<file path="src/rtl/apb_bridge_pkg.sv">
// Shared types and helpers for the APB bridge master.
package apb_bridge_pkg;

    typedef enum logic [1:0] {
        StIdle,
        StSetup,
        StAccess,
        StDone
    } state_e;

    localparam int unsigned MAX_SLAVES = 16;

    function automatic int unsigned clog2(input int unsigned value);
        int unsigned result;
        int unsigned v;
        result = 0;
        v = (value > 0) ? value - 1 : 0;
        while (v > 0) begin
            result++;
            v = v >> 1;
        end
        return result;
    endfunction

    localparam int unsigned IDX_W = clog2(MAX_SLAVES);

endpackage

</file>
<file path="src/rtl/apb_addr_decode.sv">
// Combinational decode of a byte address into the bridge's slave window.
module apb_addr_decode
    import apb_bridge_pkg::*;
#(
    parameter int unsigned       ADDR_W      = 32,
    parameter logic [ADDR_W-1:0] PERIPH_BASE = ADDR_W'(128),
    parameter int unsigned       SLAVE_SPAN  = 256,
    parameter int unsigned       NUM_SLAVES  = 3
) (
    input  logic [ADDR_W-1:0]     addr_i,
    output logic                  in_window_o,
    output logic                  unmapped_o,
    output logic [NUM_SLAVES-1:0] sel_o,
    output logic [IDX_W-1:0]      idx_o
);

    localparam int unsigned SPAN_LOG = clog2(SLAVE_SPAN);

    logic [ADDR_W-1:0] offset;
    logic [ADDR_W-1:0] slot;
    logic              above_base;

    always_comb begin
        offset      = addr_i - PERIPH_BASE;
        slot        = offset >> SPAN_LOG;
        above_base  = (addr_i >= PERIPH_BASE);
        in_window_o = above_base && (slot < ADDR_W'(NUM_SLAVES));
        // Slots past the populated slaves but inside the 16-slot map answer with an error.
        unmapped_o  = above_base && !in_window_o && (slot < ADDR_W'(MAX_SLAVES));
        idx_o       = slot[IDX_W-1:0];
        sel_o       = '0;
        for (int unsigned i = 0; i < NUM_SLAVES; i++) begin
            sel_o[i] = in_window_o && (slot == ADDR_W'(i));
        end
    end

endmodule

</file>
<file path="src/rtl/apb_bridge_master.sv">
// Core-to-APB bridge: window decode, SETUP/ACCESS handshake, core stall and response capture.
// Optional ACCESS timeout is enabled by defining APB_BRIDGE_TIMEOUT_EN.
module apb_bridge_master
    import apb_bridge_pkg::*;
#(
    parameter int unsigned       DATA_W         = 32,
    parameter int unsigned       ADDR_W         = 32,
    parameter logic [ADDR_W-1:0] PERIPH_BASE    = ADDR_W'(128),
    parameter int unsigned       SLAVE_SPAN     = 256,
    parameter int unsigned       NUM_SLAVES     = 3,
    parameter int unsigned       TIMEOUT_CYCLES = 64
) (
    input  logic                         CLK,
    input  logic                         RESET,
    input  logic                         req_valid,
    input  logic                         req_write,
    input  logic [ADDR_W-1:0]            req_addr,
    input  logic [DATA_W-1:0]            req_wdata,
    output logic                         stall,
    output logic                         done,
    output logic [DATA_W-1:0]            rsp_rdata,
    output logic                         rsp_err,
    output logic [NUM_SLAVES-1:0]        PSEL,
    output logic                         PENABLE,
    output logic                         PWRITE,
    output logic [ADDR_W-1:0]            PADDR,
    output logic [DATA_W-1:0]            PWDATA,
    input  logic [NUM_SLAVES*DATA_W-1:0] PRDATA,
    input  logic [NUM_SLAVES-1:0]        PREADY,
    input  logic [NUM_SLAVES-1:0]        PSLVERR
);

    state_e                  state_q, state_d;
    logic [NUM_SLAVES-1:0]   psel_q, psel_d;
    logic                    penable_q, penable_d;
    logic                    pwrite_q, pwrite_d;
    logic [ADDR_W-1:0]       paddr_q, paddr_d;
    logic [DATA_W-1:0]       pwdata_q, pwdata_d;
    logic [IDX_W-1:0]        idx_q, idx_d;
    logic                    done_q, done_d;
    logic [DATA_W-1:0]       rdata_q, rdata_d;
    logic                    err_q, err_d;

    logic                    dec_in_window;
    logic                    dec_unmapped;
    logic [NUM_SLAVES-1:0]   dec_sel;
    logic [IDX_W-1:0]        dec_idx;

    logic                    sel_ready;
    logic                    sel_err;
    logic [DATA_W-1:0]       sel_rdata;

    apb_addr_decode #(
        .ADDR_W      (ADDR_W),
        .PERIPH_BASE (PERIPH_BASE),
        .SLAVE_SPAN  (SLAVE_SPAN),
        .NUM_SLAVES  (NUM_SLAVES)
    ) u_decode (
        .addr_i      (req_addr),
        .in_window_o (dec_in_window),
        .unmapped_o  (dec_unmapped),
        .sel_o       (dec_sel),
        .idx_o       (dec_idx)
    );

    always_comb begin
        sel_ready = 1'b0;
        sel_err   = 1'b0;
        sel_rdata = '0;
        for (int unsigned i = 0; i < NUM_SLAVES; i++) begin
            if (idx_q == IDX_W'(i)) begin
                sel_ready = PREADY[i];
                sel_err   = PSLVERR[i];
                sel_rdata = PRDATA[i*DATA_W +: DATA_W];
            end
        end
    end

`ifdef APB_BRIDGE_TIMEOUT_EN
    localparam int unsigned CNT_W = (clog2(TIMEOUT_CYCLES + 1) > 8) ?
                                    clog2(TIMEOUT_CYCLES + 1) : 8;
    logic [CNT_W-1:0] cnt_q, cnt_d;
    logic             timed_out;

    assign timed_out = (cnt_q == CNT_W'(TIMEOUT_CYCLES - 1));

    always_ff @(posedge CLK) begin
        if (RESET) begin
            cnt_q <= '0;
        end else begin
            cnt_q <= cnt_d;
        end
    end
`endif

    always_comb begin
        state_d   = state_q;
        psel_d    = psel_q;
        penable_d = penable_q;
        pwrite_d  = pwrite_q;
        paddr_d   = paddr_q;
        pwdata_d  = pwdata_q;
        idx_d     = idx_q;
        done_d    = 1'b0;
        rdata_d   = rdata_q;
        err_d     = err_q;
`ifdef APB_BRIDGE_TIMEOUT_EN
        cnt_d     = cnt_q;
`endif
        unique case (state_q)
            StIdle: begin
                if (req_valid && dec_in_window) begin
                    psel_d   = dec_sel;
                    pwrite_d = req_write;
                    paddr_d  = {req_addr[ADDR_W-1:2], 2'b00};
                    pwdata_d = req_wdata;
                    idx_d    = dec_idx;
                    state_d  = StSetup;
                end else if (req_valid && dec_unmapped) begin
                    done_d  = 1'b1;
                    rdata_d = '0;
                    err_d   = 1'b1;
                    state_d = StDone;
                end
            end
            StSetup: begin
                penable_d = 1'b1;
                state_d   = StAccess;
`ifdef APB_BRIDGE_TIMEOUT_EN
                cnt_d     = '0;
`endif
            end
            StAccess: begin
                if (sel_ready) begin
                    rdata_d   = pwrite_q ? '0 : sel_rdata;
                    err_d     = sel_err;
                    psel_d    = '0;
                    penable_d = 1'b0;
                    done_d    = 1'b1;
                    state_d   = StDone;
                end
`ifdef APB_BRIDGE_TIMEOUT_EN
                else if (timed_out) begin
                    rdata_d   = '0;
                    err_d     = 1'b1;
                    psel_d    = '0;
                    penable_d = 1'b0;
                    done_d    = 1'b1;
                    state_d   = StDone;
                end else begin
                    cnt_d = cnt_q + 1'b1;
                end
`endif
            end
            StDone: begin
                state_d = StIdle;
            end
            default: begin
                state_d = StIdle;
            end
        endcase
    end

    always_ff @(posedge CLK) begin
        if (RESET) begin
            state_q   <= StIdle;
            psel_q    <= '0;
            penable_q <= 1'b0;
            pwrite_q  <= 1'b0;
            paddr_q   <= '0;
            pwdata_q  <= '0;
            idx_q     <= '0;
            done_q    <= 1'b0;
            rdata_q   <= '0;
            err_q     <= 1'b0;
        end else begin
            state_q   <= state_d;
            psel_q    <= psel_d;
            penable_q <= penable_d;
            pwrite_q  <= pwrite_d;
            paddr_q   <= paddr_d;
            pwdata_q  <= pwdata_d;
            idx_q     <= idx_d;
            done_q    <= done_d;
            rdata_q   <= rdata_d;
            err_q     <= err_d;
        end
    end

    // Unmapped addresses stall for their single decode cycle, like mapped ones.
    assign stall     = req_valid && (dec_in_window || dec_unmapped) && (state_q != StDone);
    assign done      = done_q;
    assign rsp_rdata = rdata_q;
    assign rsp_err   = err_q;
    assign PSEL      = psel_q;
    assign PENABLE   = penable_q;
    assign PWRITE    = pwrite_q;
    assign PADDR     = paddr_q;
    assign PWDATA    = pwdata_q;

endmodule

</file>
<file path="config.mk">
export PLATFORM = sky130hd
export DESIGN_NAME = apb_bridge_master
export DESIGN_NICKNAME = d
export VERILOG_FILES = /design/src/rtl/apb_bridge_pkg.sv /design/src/rtl/apb_addr_decode.sv /design/src/rtl/apb_bridge_master.sv
export SDC_FILE = /design/constraint.sdc
export NUM_CORES = 1
export LEC_CHECK = 0
export BUFFER_PORTS_ARGS = -buffer_cell sky130_fd_sc_hd__buf_2
export CAP_MARGIN = 20
export CELL_PAD_IN_SITES_DETAIL_PLACEMENT = 2
export CELL_PAD_IN_SITES_GLOBAL_PLACEMENT = 2
export CORE_ASPECT_RATIO = 0.75
export CORE_MARGIN = 2
export CORE_UTILIZATION = 25
export DETAILED_ROUTE_END_ITERATION = 16
export GPL_TIMING_DRIVEN = 0
export PLACE_DENSITY_LB_ADDON = 0.1
export SYNTH_ARGS = -nofsm -noshare
export SYNTH_HDL_FRONTEND = slang
export SYNTH_SLANG_ARGS = --single-unit
</file>
<file path="constraint.sdc">
create_clock -name CLK -period 7.47 [get_ports CLK]
set_input_delay 0.747 -clock CLK [delete_from_list [all_inputs] [get_ports CLK]]
set_output_delay 0.747 -clock CLK [all_outputs]
set_load 0.005 [all_outputs]
</file>
==> metrics, run 1 <==
CTS Sinks 107; hold path depth 2; Primary FF master, synth dfxtp_1; CTS resizes 0; CTS clk-pin slew, worst paths 0.08 ns; Crit Path Max Fanout 10; Via density 4.90; GP Congestion 0.850; final setup vio count 0; First-pass DRT Iterations 7; Ports 274; initial DRC count 262; root buf cell clkbuf_16; # Post-CTS Setup Buffers 0; Syn-to-layout area delta 42.9%; Post-Place Cells 1,009; Die W 160 um; maxcap violations 0; CTS Buf Count 9; H-tree Lvls 3; kind of critical path input pin to output port; Min-Delay Startpoint PWDATA[24]; initial antenna violation count 0; number of global-route vias before repair 5,368; PortBufs 268; nets@finish 953; fin crit share 54.0%; Syn Area/Cell 9.20 um2; mapped cell area 0.00456 mm2; RSZ-0062 raised after global routing false; Leak 2.96 nW; Layout Skew 0.00745 ns; core area 0.0178 mm2; CTS Buffer Depth 2; Worst-Skew Late Latency 0.34 ns; Die Y 121 um; post-layout util 36.7%; CP Launch Point req_addr[7]; worst reg2reg path startpoint idx_q[0]; normalized max-slew margin 43.4%; Pwr per Cell Area 197 mW/mm2; Worst EP required 6.72 ns; Worst setup SP type input pin; maximum VDD drop 94.8 uV; ant diodes 0; # rows 42; Worst-Margin Slew 0.846 ns; R2R depth 9; post-route insts no fill 1,025; WP data arrival 3.29 ns; CTS tree built; vias 5,026; global router's overall resource usage 18.7%; CTS Hold Buffers Added 0; DRC viols 0; WL/cell 17.9 um; largest net degree at the start of global routing 19; EDFF count, synth 0; FFs w/ async S/R, synth 0%; fmax 248 MHz; global-route wire length before repair 29,000 um; Crit. End Element output port; Slew Viols, Final 0; Syn. warnings 0; sequential share of the synthesized area 47.0%; worst min path class flop to flop; Hold Vio Cnt, Final 0; Cell variety after synth 61; GR Overflow Total 0; fin crit period 4.03 ns; outcome finished clean; remaining antenna violation count 0; WL final 18,400 um; post-synthesis cell count 496; hpwl dp 14,900 um; Initial Util 25.7%; layout cell share with drive strength beyond 1 39.6%; final setup TNS 0 ns; #FFs+latches synth 107; DIE AREA 0.0194 mm2
## worst max-delay path: stages
cell and delay, ns:
buf_2 0.15, inv_1 0.07, ha_1 0.18, clkbuf_1 0.38, a31oi_1 0.15, or4_1 0.42, a211o_2 0.45, a2111o_1 0.47
nor2_1 0.12, buf_2 0.15
## cell usage after synthesis, drive strengths merged, types with 2 or more instances
cell | count | area, um2
a211oi | 2 | 15.0
o31a | 2 | 17.5
buf | 13 | 96.3
or3 | 3 | 18.8
dfxtp | 107 | 2140
inv | 9 | 33.8
o22ai | 2 | 12.5
nor3 | 10 | 61.3
nand2b | 6 | 37.5
nand4 | 7 | 50.1
and2 | 22 | 138
nor4 | 4 | 40.0
clkbuf | 27 | 101
nor2b | 3 | 18.8
a2111o | 2 | 22.5
nor4b | 4 | 35.0
ha | 5 | 62.6
a2111oi | 9 | 105
a21oi | 47 | 235
xor2 | 3 | 26.3
or4 | 3 | 26.3
nand2 | 96 | 360
nand3 | 3 | 15.0
a31oi | 2 | 12.5
a222oi | 33 | 330
nor2 | 11 | 41.3
o21ai | 5 | 25.0
o2bb2ai | 32 | 280
and3 | 2 | 12.5
## cell type report
type | count | area (um2)
Fill cell | 2126 | 11200
Multi-Input combinational cell | 341 | 2200
Sequential cell | 107 | 2140
Timing Repair Buffer | 270 | 1360
Tap cell | 242 | 303
Clock buffer | 11 | 243
Buffer | 40 | 198
Clock inverter | 5 | 46.3
Inverter | 9 | 33.8
## metrics by stage
stage | power, W | hold WS (ns) | setup WS [ns] | cell area (um2)
2_1_floorplan | 0.000723 | 0.448 | 3.96 | 4570
3_3_place_gp | 0.000825 | 0.436 | 3.49 | 6210
3_5_place_dp | 0.000834 | 0.440 | 3.43 | 6230
4_1_cts | 0.00131 | 0.459 | 3.42 | 6520
5_1_grt | 0.00136 | 0.482 | 3.24 | 6520
6_report | 0.00128 | 0.453 | 3.44 | 6520
## cells in the final DEF, fill, tap and decap left out, types with 5 or more instances in the layout
cell type	synthesis	routed
buf_2	5	274
nand4_1	6	6
nor3_1	9	9
a222oi_1	33	33
a21oi_1	47	47
and2_1	22	22
dfxtp_1	107	107
ha_1	5	5
inv_1	9	9
nand2_1	96	96
clkbuf_16	0	9
nor2_1	11	11
o2bb2ai_1	32	32
nand2b_1	6	6
clkbuf_1	27	28
## power by group
part | switching (W) | internal (W) | leakage, nW
registers | 0.0000120 | 0.000594 | 0.863
logic | 0.000120 | 0.0000926 | 1.95
clock network | 0.000225 | 0.000241 | 0.142
## path summary, 6_finish.rpt
check                  endpoint  slack [ns]
setup / recovery          stall        3.44
hold / removal       PWDATA[24]        0.45
setup reg to reg  rsp_rdata[17]        4.03
hold reg to reg      PWDATA[24]        0.45
## cells by family after synthesis
family          count (synthesis)  synth area share [%]
buf+inv                        49                  5.07
compound gates                148                  25.4
fa+ha+maj                       5                  1.37
xor+xnor                        4                 0.768
other cells                     1                0.0822
mux                             1                 0.219
simple gates                  181                  20.2
flops                         107                  47.0
## per-layer routing
layer,part of all wire (%),global-route usage (%)
met1,44,22.6
met2,49,33.0
met3,6.7,5.57
met4,1.1,3.89
met5,0,0
## flip-flops by register name (all words and copies together) (netlist names), 2 cells and up
signal,flops
idx_q,4
rsp_rdata,32
PWDATA,32
state_q,2
PSEL,3
PADDR,30
(Power assumes the default switching activity.)
==> run 2: changes to the inputs <==
CORE_UTILIZATION = 21   (was 25)
clock period = 3.4 ns   (was 7.47 ns; I/O delays follow)
==> metrics, run 2 (same netlist as run 1, synthesis figures left out) <==
R2R Setup Slk 0.19 ns; worst min path class input pin to flop; Worst-Margin Slew 0.740 ns; Crit Path Max Fanout 8; CTS Sinks 107; nets@finish 953; root buf cell clkbuf_16; # Post-CTS Setup Buffers 0; number of global-route vias before repair 5,485; Leak 2.96 nW; PortBufs 268; Worst setup SP type input pin; core area 0.0212 mm2; global-route wire length before repair 30,000 um; normalized max-slew margin 50.4%; final setup vio count 0; Hold Vio Cnt, Final 0; clock share of power 36.0%; CTS resizes 1; maximum VDD drop 222 uV; total power 0.00282 W; Reg power frac 47.3%; # rows 46; initial antenna violation count 0; crit path to stall; Logic pwr share 16.8%; GP Congestion 0.801; vias 5,014; P_sw 0.000803 W; WP data arrival 2.88 ns; Ports 274; hpwl dp 15,200 um; remaining antenna violation count 0; H-tree Lvls 3; global router's overall resource usage 16.3%; outcome finished clean; fin crit period 3.22 ns; layout cell share with drive strength beyond 1 40.4%; Pwr per Cell Area 427 mW/mm2; Layout Skew 0.0117 ns; Critical R2R Capture rsp_rdata[11]; CP Launch Point req_addr[12]; Slew Viols, Final 0; CTS Buffer Depth 2; WL/cell 17.5 um; R2R depth 9; CTS Buf Count 9; initial DRC count 277; Filler Cell Count 2,452; Crit. End Element output port; Worst-Skew Late Latency 0.36 ns; RSZ-0062 raised after global routing false; Die W 174 um; Via density 4.69; largest net degree at the start of global routing 19; CTS tree built; CTS clk-pin slew, worst paths 0.07 ns; First-pass DRT Iterations 6; WL final 18,800 um; kind of critical path input pin to output port; fmax 311 MHz; DIE AREA 0.0229 mm2; Int Power 0.00201 W; DRC viols 0; ant diodes 0; Cell Area, Placed 0.00629 mm2; worst reg2reg path startpoint idx_q[0]; most common cell after layout, fill and taps aside buf_2; Switching Share 28.5%; maxcap violations 0; CTS Hold Buffers Added 0; design area 0.00660 mm2; Worst EP required 3.06 ns; Syn-to-layout area delta 44.7%; final hold slack 0.228 ns; most frequent cells in the layout buf_2 (274), dfxtp_1 (107), nand2_1 (96), a21oi_1 (47), a222oi_1 (33); Die Y 132 um; Initial Util 21.5%; GR Overflow Total 0; fin crit share 94.6%
## run 2: worst min-delay path by stage
stage	start	to	slack (ns)	cells past startpoint
after global placement	PWDATA[16]	PWDATA[16]	0.44	2
after detailed placement	PADDR[19]	PADDR[19]	0.44	1
final	req_wdata[20]	PWDATA[20]	0.23	3
after floorplan	PADDR[10]	PADDR[10]	0.45	2
after CTS	req_wdata[4]	PWDATA[4]	0.21	3
after global routing	req_wdata[21]	PWDATA[21]	0.23	3
## run 2: critical path, cell delays in order
cell,delay (ns)
buf_2,0.14
nor4_4,0.44
nand4_2,0.28
or4_1,0.54
a211o_2,0.45
a2111o_1,0.45
nor2_1,0.10
buf_2,0.14
## run 2: through the flow
step / setup slack [ns] / std cells / setup TNS (ns) / utilization (%)
floorplan: 0.591 / 497 / 0 / -
global placement: -0.406 / 1053 / -24.05 / 29.5
detailed placement: -0.327 / 1055 / -19.54 / 29.6
CTS: 0.0174 / 1070 / 0 / 30.9
global route: 0.0285 / 1070 / 0 / 31.1
finish: 0.183 / 1070 / 0 / 31.1
## run 2: power groups by stage
stage               Sequential (W)  Combinational (W)  Clock [W]
CTS                        0.00133           0.000478    0.00106
global route               0.00134           0.000533    0.00111
floorplan                  0.00136           0.000228          0
global placement           0.00136           0.000464          0
finish                     0.00133           0.000472    0.00101
detailed placement         0.00136           0.000477          0
## run 2: area by class of cell
type	count	area [um2]	area share, %
multi-input combinational	341	2230	33.8
sequential	107	2140	32.5
timing repair buffer	270	1360	20.6
tap	288	360	5.46
clock buffer	9	225	3.41
buffer	40	200	3.03
clock inverter	6	50.0	0.758
inverter	9	33.8	0.512
## run 2: per-layer routing
layer  wire length, um  global-route usage, %
met1              8610                   20.7
met2              8550                   26.5
met3              1470                   5.53
met4               141                   3.59
met5                 0                      0
==> run 3: changes to the inputs <==
CORE_ASPECT_RATIO = unset   (was 0.75)
==> metrics, run 3 (same netlist as run 1, synthesis figures left out) <==
final setup TNS 0 ns; clock share of power 41.1%; R2R depth 9; fmax 314 MHz; CTS Sinks 107; fin crit period 3.19 ns; # rows 53; maximum VDD drop 282 uV; global router's overall resource usage 15.9%; worst reg2reg path startpoint idx_q[0]; most common cell after layout, fill and taps aside buf_2; largest net degree at the start of global routing 19; First-pass DRT Iterations 6; RSZ-0062 raised after global routing false; DIE AREA 0.0229 mm2; Via density 4.73; Worst setup SP type input pin; total power 0.00306 W; Slew Viols, Final 0; Critical-path top delay cell or4_1; Ports 274; root buf cell clkbuf_16; Reg power frac 43.5%; crit path cell chain buf_2 > nor4_4 > nand4_2 > or4_1 > a211o_2 > a2111o_1 > nor2_1 > buf_2; CP Launch Point req_addr[12]; vias 5,026; normalized max-slew margin 50.9%; Switching Share 26.2%; CTS tree built; Syn-to-layout area delta 46.3%; remaining antenna violation count 0; GP Congestion 0.760; Int Power 0.00226 W; WP data arrival 2.85 ns; layout cell share with drive strength beyond 1 40.8%; CTS Buffer Depth 2; crit path to stall; design area 0.00667 mm2; Cell Area, Placed 0.00627 mm2; Critical R2R Capture rsp_rdata[27]; PortBufs 268; Filler Cell Count 2,508; Leak 3.01 nW; Layout Skew 0.00853 ns; CTS clk-pin slew, worst paths 0.08 ns; number of global-route vias before repair 5,590; WL final 18,700 um; final setup vio count 0; kind of critical path input pin to output port; Worst-Skew Late Latency 0.35 ns; post-layout util 31.5%; Critical Path Most Common Cell buf_2; Pwr per Cell Area 459 mW/mm2; CP peak stage delay 0.51 ns; hpwl dp 15,200 um; Die Y 151 um; CTS Hold Buffers Added 0; initial antenna violation count 3; most frequent cells in the layout buf_2 (276), dfxtp_1 (107), nand2_1 (96), a21oi_1 (47), a222oi_1 (33); final hold slack 0.220 ns; Worst EP required 3.06 ns; DRC viols 0; Worst-Margin Slew 0.737 ns; Hold Vio Cnt, Final 0; Crit. End Element output port; CTS Buf Count 9; nets@finish 954; initial DRC count 209; fin crit share 93.8%; GR Overflow Total 0; H-tree Lvls 3; worst min path class input pin to flop; WL/cell 17.6 um; global-route wire length before repair 28,500 um; Logic pwr share 15.5%; maxcap violations 0; outcome finished clean; R2R Setup Slk 0.40 ns; P_sw 0.000804 W; core area 0.0212 mm2; Crit Path Max Fanout 8; Die W 151 um; Initial Util 21.6%
run 3: power by group through the flow:
stage,clock network (W),registers [W],logic [W]
2_1_floorplan,0,0.00136,0.000228
3_3_place_gp,0,0.00136,0.000460
3_5_place_dp,0,0.00136,0.000477
4_1_cts,0.00131,0.00133,0.000480
5_1_grt,0.00136,0.00134,0.000531
6_report,0.00126,0.00133,0.000474
run 3: critical path, delay by kind of cell:
| family | cells | cell delay, ns |
|---|---|---|
| simple gates | 4 | 1.35 |
| buf+inv | 2 | 0.28 |
| compound gates | 2 | 0.86 |
run 3: repair_timing:
item / in CTS / in global routing
resized for setup: 2 / 12
setup endpoints to repair: 31 / 71
cloned: 0 / 0
pin swaps: 0 / 1
buffers inserted: 0 / 0
run 3: worst min path at each step:
stage / from / end / cells after the start
finish: req_wdata[18] / PWDATA[18] / 3
global route: req_wdata[18] / PWDATA[18] / 3
CTS: req_wdata[14] / PWDATA[14] / 3
floorplan: PADDR[10] / PADDR[10] / 2
global placement: PWDATA[25] / PWDATA[25] / 2
detailed placement: PADDR[27] / PADDR[27] / 1
run 3: final cells by class:
class                      instances  area, um2  share of cell area [%]
antenna                            3       7.51                   0.112
buffer                            40        203                    3.04
clock buffer                      10        239                    3.58
clock inverter                     6        119                    1.78
inverter                           9       33.8                   0.506
multi-input combinational        341       2230                    33.4
sequential                       107       2140                    32.1
tap                              275        344                    5.16
timing repair buffer             271       1360                    20.3
run 3: per-layer routing:
layer	GRT usage [%]	wire, um	part of all wire [%]	vias to the layer above
met5	0	13	0.070	-
met4	4.39	310	1.7	2
met3	5.45	1630	8.7	20
met2	29.1	9530	51	175
met1	17.4	7220	39	2413
li1	-	-	-	2416
run 3: per-stage QoR:
stage | std cells | worst slack [ns]
final | 1062 | 0.211
after global routing | 1060 | 0.0106
after CTS | 1059 | 0.0827
after detailed placement | 1043 | -0.232
after global placement | 1040 | -0.379
after floorplan | 497 | 0.591
